### config.mk
export PLATFORM = sky130hd
export DESIGN_NAME = conv_window_sched
export DESIGN_NICKNAME = d
export VERILOG_FILES = /design/src/rtl/conv_pkg.sv /design/src/rtl/conv_addr_gen.sv /design/src/rtl/conv_window_sched.sv
export SDC_FILE = /design/constraint.sdc
export NUM_CORES = 1
export LEC_CHECK = 0
export ABC_CLOCK_PERIOD_IN_PS = 4400
export CAP_MARGIN = 20
export CORE_ASPECT_RATIO = 1.75
export CORE_UTILIZATION = 28
export CTS_CLUSTER_DIAMETER = 150
export DETAILED_ROUTE_END_ITERATION = 8
export PLACE_DENSITY = 0.56
export SLEW_MARGIN = 5
export SYNTH_ARGS = -nofsm -noshare
export SYNTH_HDL_FRONTEND = slang
export SYNTH_HIERARCHICAL = 1
export SYNTH_SLANG_ARGS = --single-unit
### constraint.sdc
create_clock -name CLK -period 4.4 [get_ports CLK]
set_input_delay 0.88 -clock CLK [delete_from_list [all_inputs] [get_ports CLK]]
set_output_delay 0.88 -clock CLK [all_outputs]
set_load 0.01 [all_outputs]
### src/rtl/conv_pkg.sv
// Shared constants, FSM state type and tap-slot helper for the 3x3 convolution scheduler.
package conv_pkg;
  localparam int TAPS    = 9;
  localparam int PIX_W   = 16;
  localparam int ACC_W   = 64;
  localparam int PATCH_W = 144;

  typedef enum logic [2:0] {
    IDLE  = 3'd0,
    FETCH = 3'd1,
    WAIT  = 3'd2,
    OUT   = 3'd3,
    FIN   = 3'd4
  } state_e;

  // Tap 0 (top-left) occupies the most significant slot of PATCH/KERNEL.
  function automatic int tap_msb(input int k);
    return PATCH_W - 1 - PIX_W * k;
  endfunction
endpackage

### src/rtl/conv_addr_gen.sv
// Output-position and tap counters producing the pixel RAM address for each window tap.
// CONV_ZERO_PAD_EN selects a padded (IMG_H x IMG_W) grid with out-of-range tap detection.
module conv_addr_gen
  import conv_pkg::*;
#(
  parameter int IMG_W  = 8,
  parameter int IMG_H  = 8,
  parameter int ADDR_W = 16
) (
  input  logic              CLK,
  input  logic              rst_n,
  input  logic              clr,
  input  logic              tap_step,
  input  logic              pos_adv,
  output logic [ADDR_W-1:0] addr,
  output logic              in_range,
  output logic              last_pos,
  output logic [15:0]       row,
  output logic [15:0]       col,
  output logic [3:0]        tap
);
`ifdef CONV_ZERO_PAD_EN
  localparam int OUT_W = IMG_W;
  localparam int OUT_H = IMG_H;
`else
  localparam int OUT_W = IMG_W - 2;
  localparam int OUT_H = IMG_H - 2;
`endif
  localparam logic [ADDR_W-1:0] IMG_W_A = ADDR_W'(IMG_W);

  logic [15:0] row_r;
  logic [15:0] col_r;
  logic [3:0]  tap_r;
  logic [1:0]  ti_s;
  logic [1:0]  tj_s;
  logic        col_last_s;

  assign col_last_s = (col_r == 16'(OUT_W - 1));
  assign last_pos   = col_last_s && (row_r == 16'(OUT_H - 1));
  assign ti_s       = 2'(tap_r / 4'd3);
  assign tj_s       = 2'(tap_r % 4'd3);
  assign row        = row_r;
  assign col        = col_r;
  assign tap        = tap_r;

  // Tap counter cycles 0..9 through a fetch; position walks the grid row-major.
  always_ff @(posedge CLK) begin
    if (!rst_n || clr) begin
      row_r <= 16'd0;
      col_r <= 16'd0;
      tap_r <= 4'd0;
    end else begin
      if (tap_step) begin
        tap_r <= (tap_r == 4'd9) ? 4'd0 : tap_r + 4'd1;
      end
      if (pos_adv) begin
        if (col_last_s) begin
          col_r <= 16'd0;
          row_r <= row_r + 16'd1;
        end else begin
          col_r <= col_r + 16'd1;
        end
      end
    end
  end

`ifdef CONV_ZERO_PAD_EN
  logic [16:0] row_plus_s;
  logic [16:0] col_plus_s;

  // Pixel coordinate is pos+offset-1; in range when 1 <= pos+offset <= dimension.
  assign row_plus_s = {1'b0, row_r} + {15'd0, ti_s};
  assign col_plus_s = {1'b0, col_r} + {15'd0, tj_s};
  assign in_range   = (tap_r < 4'd9) &&
                      (row_plus_s != 17'd0) && (row_plus_s <= 17'(IMG_H)) &&
                      (col_plus_s != 17'd0) && (col_plus_s <= 17'(IMG_W));
  assign addr = (ADDR_W'(row_r) + ADDR_W'(ti_s) - ADDR_W'(1)) * IMG_W_A
              + ADDR_W'(col_r) + ADDR_W'(tj_s) - ADDR_W'(1);
`else
  assign in_range = (tap_r < 4'd9);
  assign addr = (ADDR_W'(row_r) + ADDR_W'(ti_s)) * IMG_W_A
              + ADDR_W'(col_r) + ADDR_W'(tj_s);
`endif
endmodule

### src/rtl/conv_window_sched.sv
// Sequences the 3x3 convolution datapath: fetches window pixels, holds PATCH, captures RESULT,
// and streams tagged results. Optional padding is selected with CONV_ZERO_PAD_EN.
module conv_window_sched
  import conv_pkg::*;
#(
  parameter int IMG_W    = 8,
  parameter int IMG_H    = 8,
  parameter int ADDR_W   = 16,
  parameter int CONV_LAT = 1
) (
  input  logic               CLK,
  input  logic               rst_n,
  input  logic               start,
  output logic               busy,
  output logic               done,
  input  logic               kw_en,
  input  logic [3:0]         kw_idx,
  input  logic [PIX_W-1:0]   kw_data,
  output logic               mem_rd_en,
  output logic [ADDR_W-1:0]  mem_rd_addr,
  input  logic [PIX_W-1:0]   mem_rd_data,
  output logic [PATCH_W-1:0] PATCH,
  output logic [PATCH_W-1:0] KERNEL,
  input  logic [ACC_W-1:0]   RESULT,
  output logic               res_valid,
  input  logic               res_ready,
  output logic [ACC_W-1:0]   res_data,
  output logic [15:0]        res_row,
  output logic [15:0]        res_col
);
  localparam int WCNT_W = $clog2(CONV_LAT + 1);

  state_e              state_r, state_s;
  logic                busy_r, done_r, res_valid_r;
  logic [WCNT_W-1:0]   wcnt_r;
  logic                wait_done_s;
  logic                cap_en_r, cap_rd_r;
  logic [3:0]          cap_tap_r;
  logic [PATCH_W-1:0]  patch_r, kernel_r;
  logic [ACC_W-1:0]    res_data_r;
  logic                clr_s, tap_step_s, pos_adv_s;
  logic [ADDR_W-1:0]   ag_addr_s;
  logic                ag_in_range_s, ag_last_s;
  logic [3:0]          ag_tap_s;

  conv_addr_gen #(.IMG_W(IMG_W), .IMG_H(IMG_H), .ADDR_W(ADDR_W)) u_addr_gen (
    .CLK      (CLK),
    .rst_n    (rst_n),
    .clr      (clr_s),
    .tap_step (tap_step_s),
    .pos_adv  (pos_adv_s),
    .addr     (ag_addr_s),
    .in_range (ag_in_range_s),
    .last_pos (ag_last_s),
    .row      (res_row),
    .col      (res_col),
    .tap      (ag_tap_s)
  );

  assign wait_done_s = (wcnt_r == WCNT_W'(CONV_LAT - 1));
  assign mem_rd_en   = (state_r == FETCH) && ag_in_range_s;
  assign mem_rd_addr = mem_rd_en ? ag_addr_s : {ADDR_W{1'b0}};
  assign busy        = busy_r;
  assign done        = done_r;
  assign res_valid   = res_valid_r;
  assign res_data    = res_data_r;
  assign PATCH       = patch_r;
  assign KERNEL      = kernel_r;

  // Next-state and counter control.
  always_comb begin
    state_s    = state_r;
    clr_s      = 1'b0;
    tap_step_s = 1'b0;
    pos_adv_s  = 1'b0;
    case (state_r)
      IDLE: begin
        if (start) begin
          state_s = FETCH;
          clr_s   = 1'b1;
        end else begin
          state_s = IDLE;
        end
      end
      FETCH: begin
        tap_step_s = 1'b1;
        if (ag_tap_s == 4'd9) state_s = WAIT;
        else                  state_s = FETCH;
      end
      WAIT: begin
        if (wait_done_s) state_s = OUT;
        else             state_s = WAIT;
      end
      OUT: begin
        if (res_ready) begin
          if (ag_last_s) begin
            state_s = FIN;
          end else begin
            state_s   = FETCH;
            pos_adv_s = 1'b1;
          end
        end else begin
          state_s = OUT;
        end
      end
      FIN:     state_s = IDLE;
      default: state_s = IDLE;
    endcase
  end

  // State, status flags and the wait-latency counter.
  always_ff @(posedge CLK) begin
    if (!rst_n) begin
      state_r     <= IDLE;
      busy_r      <= 1'b0;
      done_r      <= 1'b0;
      res_valid_r <= 1'b0;
      wcnt_r      <= {WCNT_W{1'b0}};
    end else begin
      state_r     <= state_s;
      busy_r      <= (state_s == FETCH) || (state_s == WAIT) || (state_s == OUT);
      done_r      <= (state_s == FIN);
      res_valid_r <= (state_s == OUT);
      wcnt_r      <= ((state_r == WAIT) && !wait_done_s) ? wcnt_r + WCNT_W'(1) : {WCNT_W{1'b0}};
    end
  end

  // Read data lands one cycle after the request; skipped (padded) taps capture zero.
  always_ff @(posedge CLK) begin
    if (!rst_n) begin
      cap_en_r   <= 1'b0;
      cap_rd_r   <= 1'b0;
      cap_tap_r  <= 4'd0;
      patch_r    <= {PATCH_W{1'b0}};
      kernel_r   <= {PATCH_W{1'b0}};
      res_data_r <= {ACC_W{1'b0}};
    end else begin
      cap_en_r  <= (state_r == FETCH) && (ag_tap_s < 4'd9);
      cap_rd_r  <= mem_rd_en;
      cap_tap_r <= ag_tap_s;
      for (int k = 0; k < TAPS; k++) begin
        if (cap_en_r && (cap_tap_r == 4'(k))) begin
          patch_r[tap_msb(k) -: PIX_W] <= cap_rd_r ? mem_rd_data : 16'd0;
        end
        if ((state_r == IDLE) && kw_en && (kw_idx == 4'(k))) begin
          kernel_r[tap_msb(k) -: PIX_W] <= kw_data;
        end
      end
      if ((state_r == WAIT) && wait_done_s) begin
        res_data_r <= RESULT;
      end
    end
  end
endmodule

==> results.py <==
metrics = {
    "route": {
        "via_count": 16600,
        "routed_via_density": 5.05,
        "drcViolationCount": 0,
        "routed_wl_mm": 68.1,
        "drtIter0Drc": 1087,
        "wl_per_cell_um": 20.7,
        "ant_nets": 0,
        "first_pass_iters": 5,
    },
    "clock_network": {
        "clock_path_buffers": 3,
        "cts_root_buf": "clkbuf_16",
        "clock-sinks": 401,
        "cts-hold-fix-buffers": 0,
        "htreeDepth": 2,
        "clk_pin_slew_worst_paths_ns": 0.06,
        "cts_buffers": 41,
        "clock_latency_ns": 0.57,
        "cts_tree": "done",
    },
    "floorplan": {
        "die_h_um": 328,
        "initial_core_util_pct": 28.3,
        "dieArea_um2": 61700,
        "core_area_um2": 60200,
        "rows": 119,
        "ioPinCount": 509,
        "die_w_um": 188,
    },
    "critical_path": {
        "path_class": "reg2out",
        "crit_chain": "nand2b_4 > inv_2 > ha_4 > inv_2 > ha_4 > o21ai_4 > mux2i_1 > ha_2 > a21oi_2 > inv_1 > ha_2 > inv_2 > fa_2 > buf_6 > xnor2_2 > ha_1 > nand4_1 > o221ai_2 > a21oi_2 > buf_4 > o211ai_1 > xnor2_1 > and3_1 > buf_2",
        "cpPeakStageDelay_ns": 0.40,
        "cp_max_fo": 5,
        "r2r_cells": 12,
        "crit_buf_inv": 7,
        "worstPathRequired_ns": 3.52,
        "critical-path-slowest-cell": "fa_2",
        "r2r_slack_ns": 0.93,
        "worstSetupStartpointType": "flop",
        "cp-end-kind": "output pin",
        "critical_path.most_common_cell": "inv_2",
        "worstPathArrival_ns": 4.58,
        "crit_family": "adder cells",
        "r2r-start": "u_addr_gen/col[1]$_SDFFE_PP0P_",
        "regToRegEndpoint": "u_addr_gen/row[13]$_SDFFE_PP0P_",
    },
    "synth": {
        "ys_seq_elements": 401,
        "synth_cell_types": 73,
        "yosysSeqAreaShare_pct": 47.2,
        "synth_fp_nets": 2145,
        "synth_edf_count": 0,
        "syn_area_um2": 17000,
        "ys.flop_type": "dfxtp_1",
        "yosys_warnings": 6,
        "netlist_instances": 2014,
        "avgSynthCellArea_um2": 8.44,
        "async_reset_ff_share_pct": 0,
    },
    "global_routing": {
        "grt_antenna_before_repair": 0,
        "grt_max_degree": 98,
        "grt_pass1_vias": 16000,
        "grt_usage_pct": 20.9,
        "grt_overflow": 0,
        "grt_pass1_wl_mm": 100,
    },
    "placed_design": {
        "numPortBuffers": 508,
        "gp_congestion": 0.877,
        "place_ws_ns": -0.865,
        "dp_hpwl_mm": 47.6,
    },
    "sta": {
        "setup_viol": 13,
        "fmaxAchievable_mhz": 183,
        "slew_headroom_pct": 26.5,
        "setup_slack_ns": -1.06,
        "fin_skew_ns": 0.0211,
        "rsz0062_at_grt": "yes",
        "post-route-period-util_pct": 124,
        "worstMarginPinSlew_ns": 1.10,
        "whs_ns": 0.453,
        "slew_viol_final": 0,
        "hold_viol_final": 0,
        "fin_crit_ns": 5.46,
    },
    "min_path": {
        "holdPathStages": 2,
        "min_to": "res_data[37]$_SDFFE_PN0P_",
        "min_path_type": "reg2reg",
        "hp-start": "res_data[37]$_SDFFE_PN0P_",
    },
    "outcome": {
        "violations": "negative setup slack",
        "run_status": "finished with violations",
    },
    "run": {
        "drv_cap": 0,
    },
    "power": {
        "p_leak_nw": 8.78,
        "vdd_drop_max_uv": 268,
        "total_power_mw": 7.58,
        "p_per_area_nw_per_um2": 308,
    },
    "cells_and_area": {
        "antenna_cells": 0,
        "area_growth_pct": 45.0,
        "final_layout_size_suffix_gt1_share_pct": 10.7,
        "nets": 2604,
        "fin_util_pct": 41.0,
    },
}
## worst max-delay path by stage
stage | startpoint | endpoint | cells after the start
after detailed placement | u_addr_gen/tap[3]$_SDFFE_PP0P_ | mem_rd_addr[14] | 23
after global routing | u_addr_gen/tap[3]$_SDFFE_PP0P_ | mem_rd_addr[15] | 24
after global placement | u_addr_gen/tap[3]$_SDFFE_PP0P_ | mem_rd_addr[14] | 23
after floorplan | u_addr_gen/tap[3]$_SDFFE_PP0P_ | mem_rd_addr[10] | 22
final | u_addr_gen/tap[3]$_SDFFE_PP0P_ | mem_rd_addr[15] | 24
after CTS | u_addr_gen/tap[3]$_SDFFE_PP0P_ | mem_rd_addr[10] | 23
## stage by stage
stage / TNS, ns / cells / area (um^2)
floorplan: -0.134 / 2014 / 17100
global placement: -6.03 / 3188 / 22900
global route: -12.83 / 3289 / 24600
detailed placement: -6.66 / 3188 / 22900
finish: -10.09 / 3289 / 24600
CTS: -9.76 / 3280 / 24500
## sequential cells by signal (all words and copies together), names as in the netlist
name / cells
cap_rd_r: 1
cap_en_r: 1
cap_tap_r: 4
u_addr_gen/col: 16
u_addr_gen/tap: 4
res_valid: 1
PATCH: 144
done: 1
res_data: 64
busy: 1
KERNEL: 144
wcnt_r: 1
state_r: 3
u_addr_gen/row: 16
## cell usage in the layout, fill, tap and decap left out, drive strengths merged, types with 3 or more instances in the layout
master,n
a211oi,3
a21boi,16
a21oi,291
a31oi,6
and2,22
and3,37
buf,121
clkbuf,68
clkdlybuf4s50,492
clkinv,5
dfxtp,401
ha,24
inv,16
mux2i,65
nand2,238
nand2b,8
nand3,205
nand3b,4
nand4,19
nand4b,18
nor2,50
nor2b,7
nor3,16
nor3b,6
nor4,14
nor4b,10
o21a,17
o21ai,225
or2,5
or3,4
or4b,5
xnor2,31
xor2,22
## power breakdown
part / total, mW / switching [mW] / leakage, nW / internal [mW]
Combinational: 0.463 / 0.299 / 4.92 / 0.164
Sequential: 3.67 / 0.0160 / 3.23 / 3.65
Clock: 3.46 / 1.53 / 0.623 / 1.92
## cell type report
| class | instances | area [um^2] |
|---|---|---|
| Clock inverter | 7 | 58.8 |
| Timing Repair Buffer | 615 | 5860 |
| Clock buffer | 66 | 1230 |
| Inverter | 16 | 67.6 |
| Multi-Input combinational cell | 1398 | 8410 |
| Fill cell | 6014 | 35500 |
| Sequential cell | 401 | 8030 |
| Tap cell | 786 | 983 |
## cell usage after synthesis (5+ instances only)
master	number	area share (%)
a31oi_1	6	0.22
nor2_1	50	1.1
ha_1	24	1.8
nor2b_1	7	0.26
nand4b_1	17	0.88
dfxtp_1	401	47
buf_4	8	0.35
a21oi_1	291	8.6
nor4_1	7	0.26
and3_1	37	1.4
o21ai_0	223	6.6
nand2b_1	8	0.29
nor3_1	15	0.44
nor4_2	5	0.37
buf_1	5	0.11
nor3b_1	5	0.22
o21a_1	17	0.75
buf_2	24	0.71
clkbuf_1	157	3.5
xnor2_1	31	1.6
or4b_1	5	0.29
xor2_1	22	1.1
nand3_1	203	6.0
inv_1	15	0.33
nand2_1	238	5.3
mux2i_1	65	3.8
nand4_1	16	0.59
and2_1	22	0.81
a21boi_0	16	0.71
## layer usage
| layer | vias up | wire [um] | global-route usage (%) |
|---|---|---|---|
| met5 | - | 0 | 0 |
| met4 | 0 | 3270 | 10.4 |
| met3 | 133 | 4590 | 4.57 |
| met2 | 615 | 34500 | 37.3 |
| met1 | 7917 | 25700 | 23.2 |
| li1 | 7948 | - | - |
## worst min-delay path, cell delays in order (launching register included)
cell and delay, ns:
dfxtp_1 0.31, nand2_1 0.05, a21oi_1 0.05
## kinds of logic after synthesis
family                   count (synthesis)  share of synthesized area, %
AND/OR/NAND/NOR                        677                          21.0
AO/OA/AOI/OAI                          575                          17.9
flip-flops                             401                          47.2
buffers and inverters                  215                          5.29
multiplexers                            66                          3.89
XOR/XNOR                                53                          2.73
adder cells (fa/ha/maj)                 26                          2.00
other                                    1                        0.0221
## timing repair
item                       in CTS  in global routing
gates resized for setup        91                 21
pin swaps                      41                 21
setup buffers                  19                  8
setup endpoints to repair      15                 14
(Power assumes the default switching activity.)
==> RTL change (config.mk and constraints unchanged) <==
Set the parameter `CONV_LAT` to 2 (it was 1).
--- a/src/rtl/conv_window_sched.sv
+++ b/src/rtl/conv_window_sched.sv
@@ -7,5 +7,5 @@
   parameter int IMG_H    = 8,
   parameter int ADDR_W   = 16,
-  parameter int CONV_LAT = 1
+  parameter int CONV_LAT = 2
 ) (
   input  logic               CLK,
Behaviour: same outputs for any inputs over 4 cycles, from zero or initial values and one cycle with rst_n low; that may be too few to reach the edited logic, so the function may still have changed.
==> RTL change against the unedited design <==
The flow still finishes with violations (setup timing). Worst setup slack better by 0.085 ns. Power is 1.5% lower. Cell area is 5.5% lower. Area after synthesis is 7.9% lower. Largest cell class is now sequential cells. Synthesized cell count is 9.5% lower. Sequential share of layout area is 2.0 points higher. Wire length is 11% lower. Clock power hardly changed. Sequential cell count is 1 higher.
==> RTL change: results (changes against the unedited design) <==
status finished with violations (unchanged); failing checks setup timing (unchanged); final setup margin -0.971 ns (was -1.06 ns); clock latency on the worst-skew pair 0.55 ns (was 0.57 ns); Reg-to-Reg Start u_addr_gen/col[1] (unchanged); synth top area cells dfxtp_1 51%, nand2_1 8.1%, a21oi_1 5.2%, nand3_1 5.1%, o21ai_0 4.9% (was dfxtp_1 47%, a21oi_1 8.6%, o21ai_0 6.6%, nand3_1 6.0%, nand2_1 5.3%); vias in the first global route 14,065 (was 16,028); clock share of power 46.2% (was 45.6%); vias 14,602 (was 16,613); Gate power share 4.6% (was 6.1%); clock root cell clkbuf_16 (unchanged); port bufs 508 (unchanged); post-synthesis sequential area ratio 51.4% (was 47.2%); worst hold stages 1 (was 2); Leak 8.34 nW (was 8.78 nW); placed insts 2,957 (was 3,188); largest net degree at the start of global routing 132 (was 98); wl on met1 22,600 um (was 25,700 um); Synthesized Nets 1,954 (was 2,145); Cells after Synth 1,822 (was 2,014); Hold Path End wcnt_r[0] (was res_data[37]); reg-to-reg slack, setup 1.01 ns (was 0.93 ns); Arr. time, crit path 4.49 ns (was 4.58 ns); actual slew at the worst max-slew pin 1.07 ns (was 1.10 ns); Reg2Reg Capture Point u_addr_gen/col[1] (was u_addr_gen/row[13]); layout cells sized above 1 10.3% (was 10.7%); Post-DP HPWL 43,300 um (was 47,600 um); met3 usage 4.55% (was 4.57%); dpl ws -0.701 ns (was -0.865 ns); metal2 WL 31,700 um (was 34,500 um); Final Skew 0.0209 ns (was 0.0211 ns); Cell Area, Placed 21,700 sq um (was 22,900 sq um); Worst path max stage delay 0.41 ns; CP endpoint mem_rd_addr[13] (was mem_rd_addr[15]); first-iteration detailed-routing DRC count 793 (was 1,087); vias per cell 4.81 (was 5.05); Synth cell types 63 (was 73); Comb power 0.346 mW (was 0.463 mW); gr usage total 20.5% (was 20.9%); Num CTS Buffers 41 (unchanged); routability cong. 0.897 (was 0.877); metal3 WL 3890 um (was 4590 um); fin nets 2,450 (was 2,604); Synth top cells by count 402 x dfxtp_1, 336 x nand2_1, 162 x a21oi_1, 159 x nand3_1, 153 x o21ai_0 (was 401 x dfxtp_1, 291 x a21oi_1, 238 x nand2_1, 223 x o21ai_0, 203 x nand3_1); routed len/inst 19.9 um (was 20.7 um); met2 Track Usage GR 38.4% (was 37.3%); Int Pwr 5.77 mW (was 5.73 mW); M1 GR Usage 21.9% (was 23.2%); WHS 0.420 ns (was 0.453 ns); Setup TNS -8.39 ns (was -10.09 ns); Hold Path Origin wcnt_r[0] (was res_data[37]); reg2reg path depth 11 (was 12); Finish-stage setup viols 12 (was 13); asr flop ratio synth 0% (unchanged); VDD IR-drop max 326 uV (was 268 uV); Initial DRT Pass Iterations 5 (unchanged); first-pass GRT wire length 89,200 um (was 100,000 um)
==> RTL change: changes by cell type after synthesis, moves of 44 or more <==
cell,delta
nor2_1,+69
nand3_1,-44
a21oi_1,-129
o21ai_0,-70
clkbuf_1,-65
nand2_1,+98
==> RTL change: cell type report <==
| cell class | count | area [sq um] |
|---|---|---|
| repair buffers | 600 | 5780 |
| flip-flops and latches | 402 | 8050 |
| clock inverters | 11 | 130 |
| well taps | 696 | 871 |
| multi-input cells | 1257 | 7210 |
| clock buffers | 53 | 1160 |
| fillers | 5480 | 31900 |
| diodes | 1 | 2.50 |
| inverters | 16 | 67.6 |
==> RTL change: cells by family after synthesis <==
logic type	synth area share (%)
DFF	51.4
adders and majority gates	2.25
buffers and inverters	4.33
and+or+nand+nor	23.2
xor gates and xnor gates	2.97
muxes	4.23
AOI/OAI and AO/OA	11.6
==> RTL change: what timing repair did <==
item,4_1_cts,5_1_grt
setup endpoints to repair,15,15
pin swaps,30,22
buffers inserted,11,2
gates resized for setup,72,17
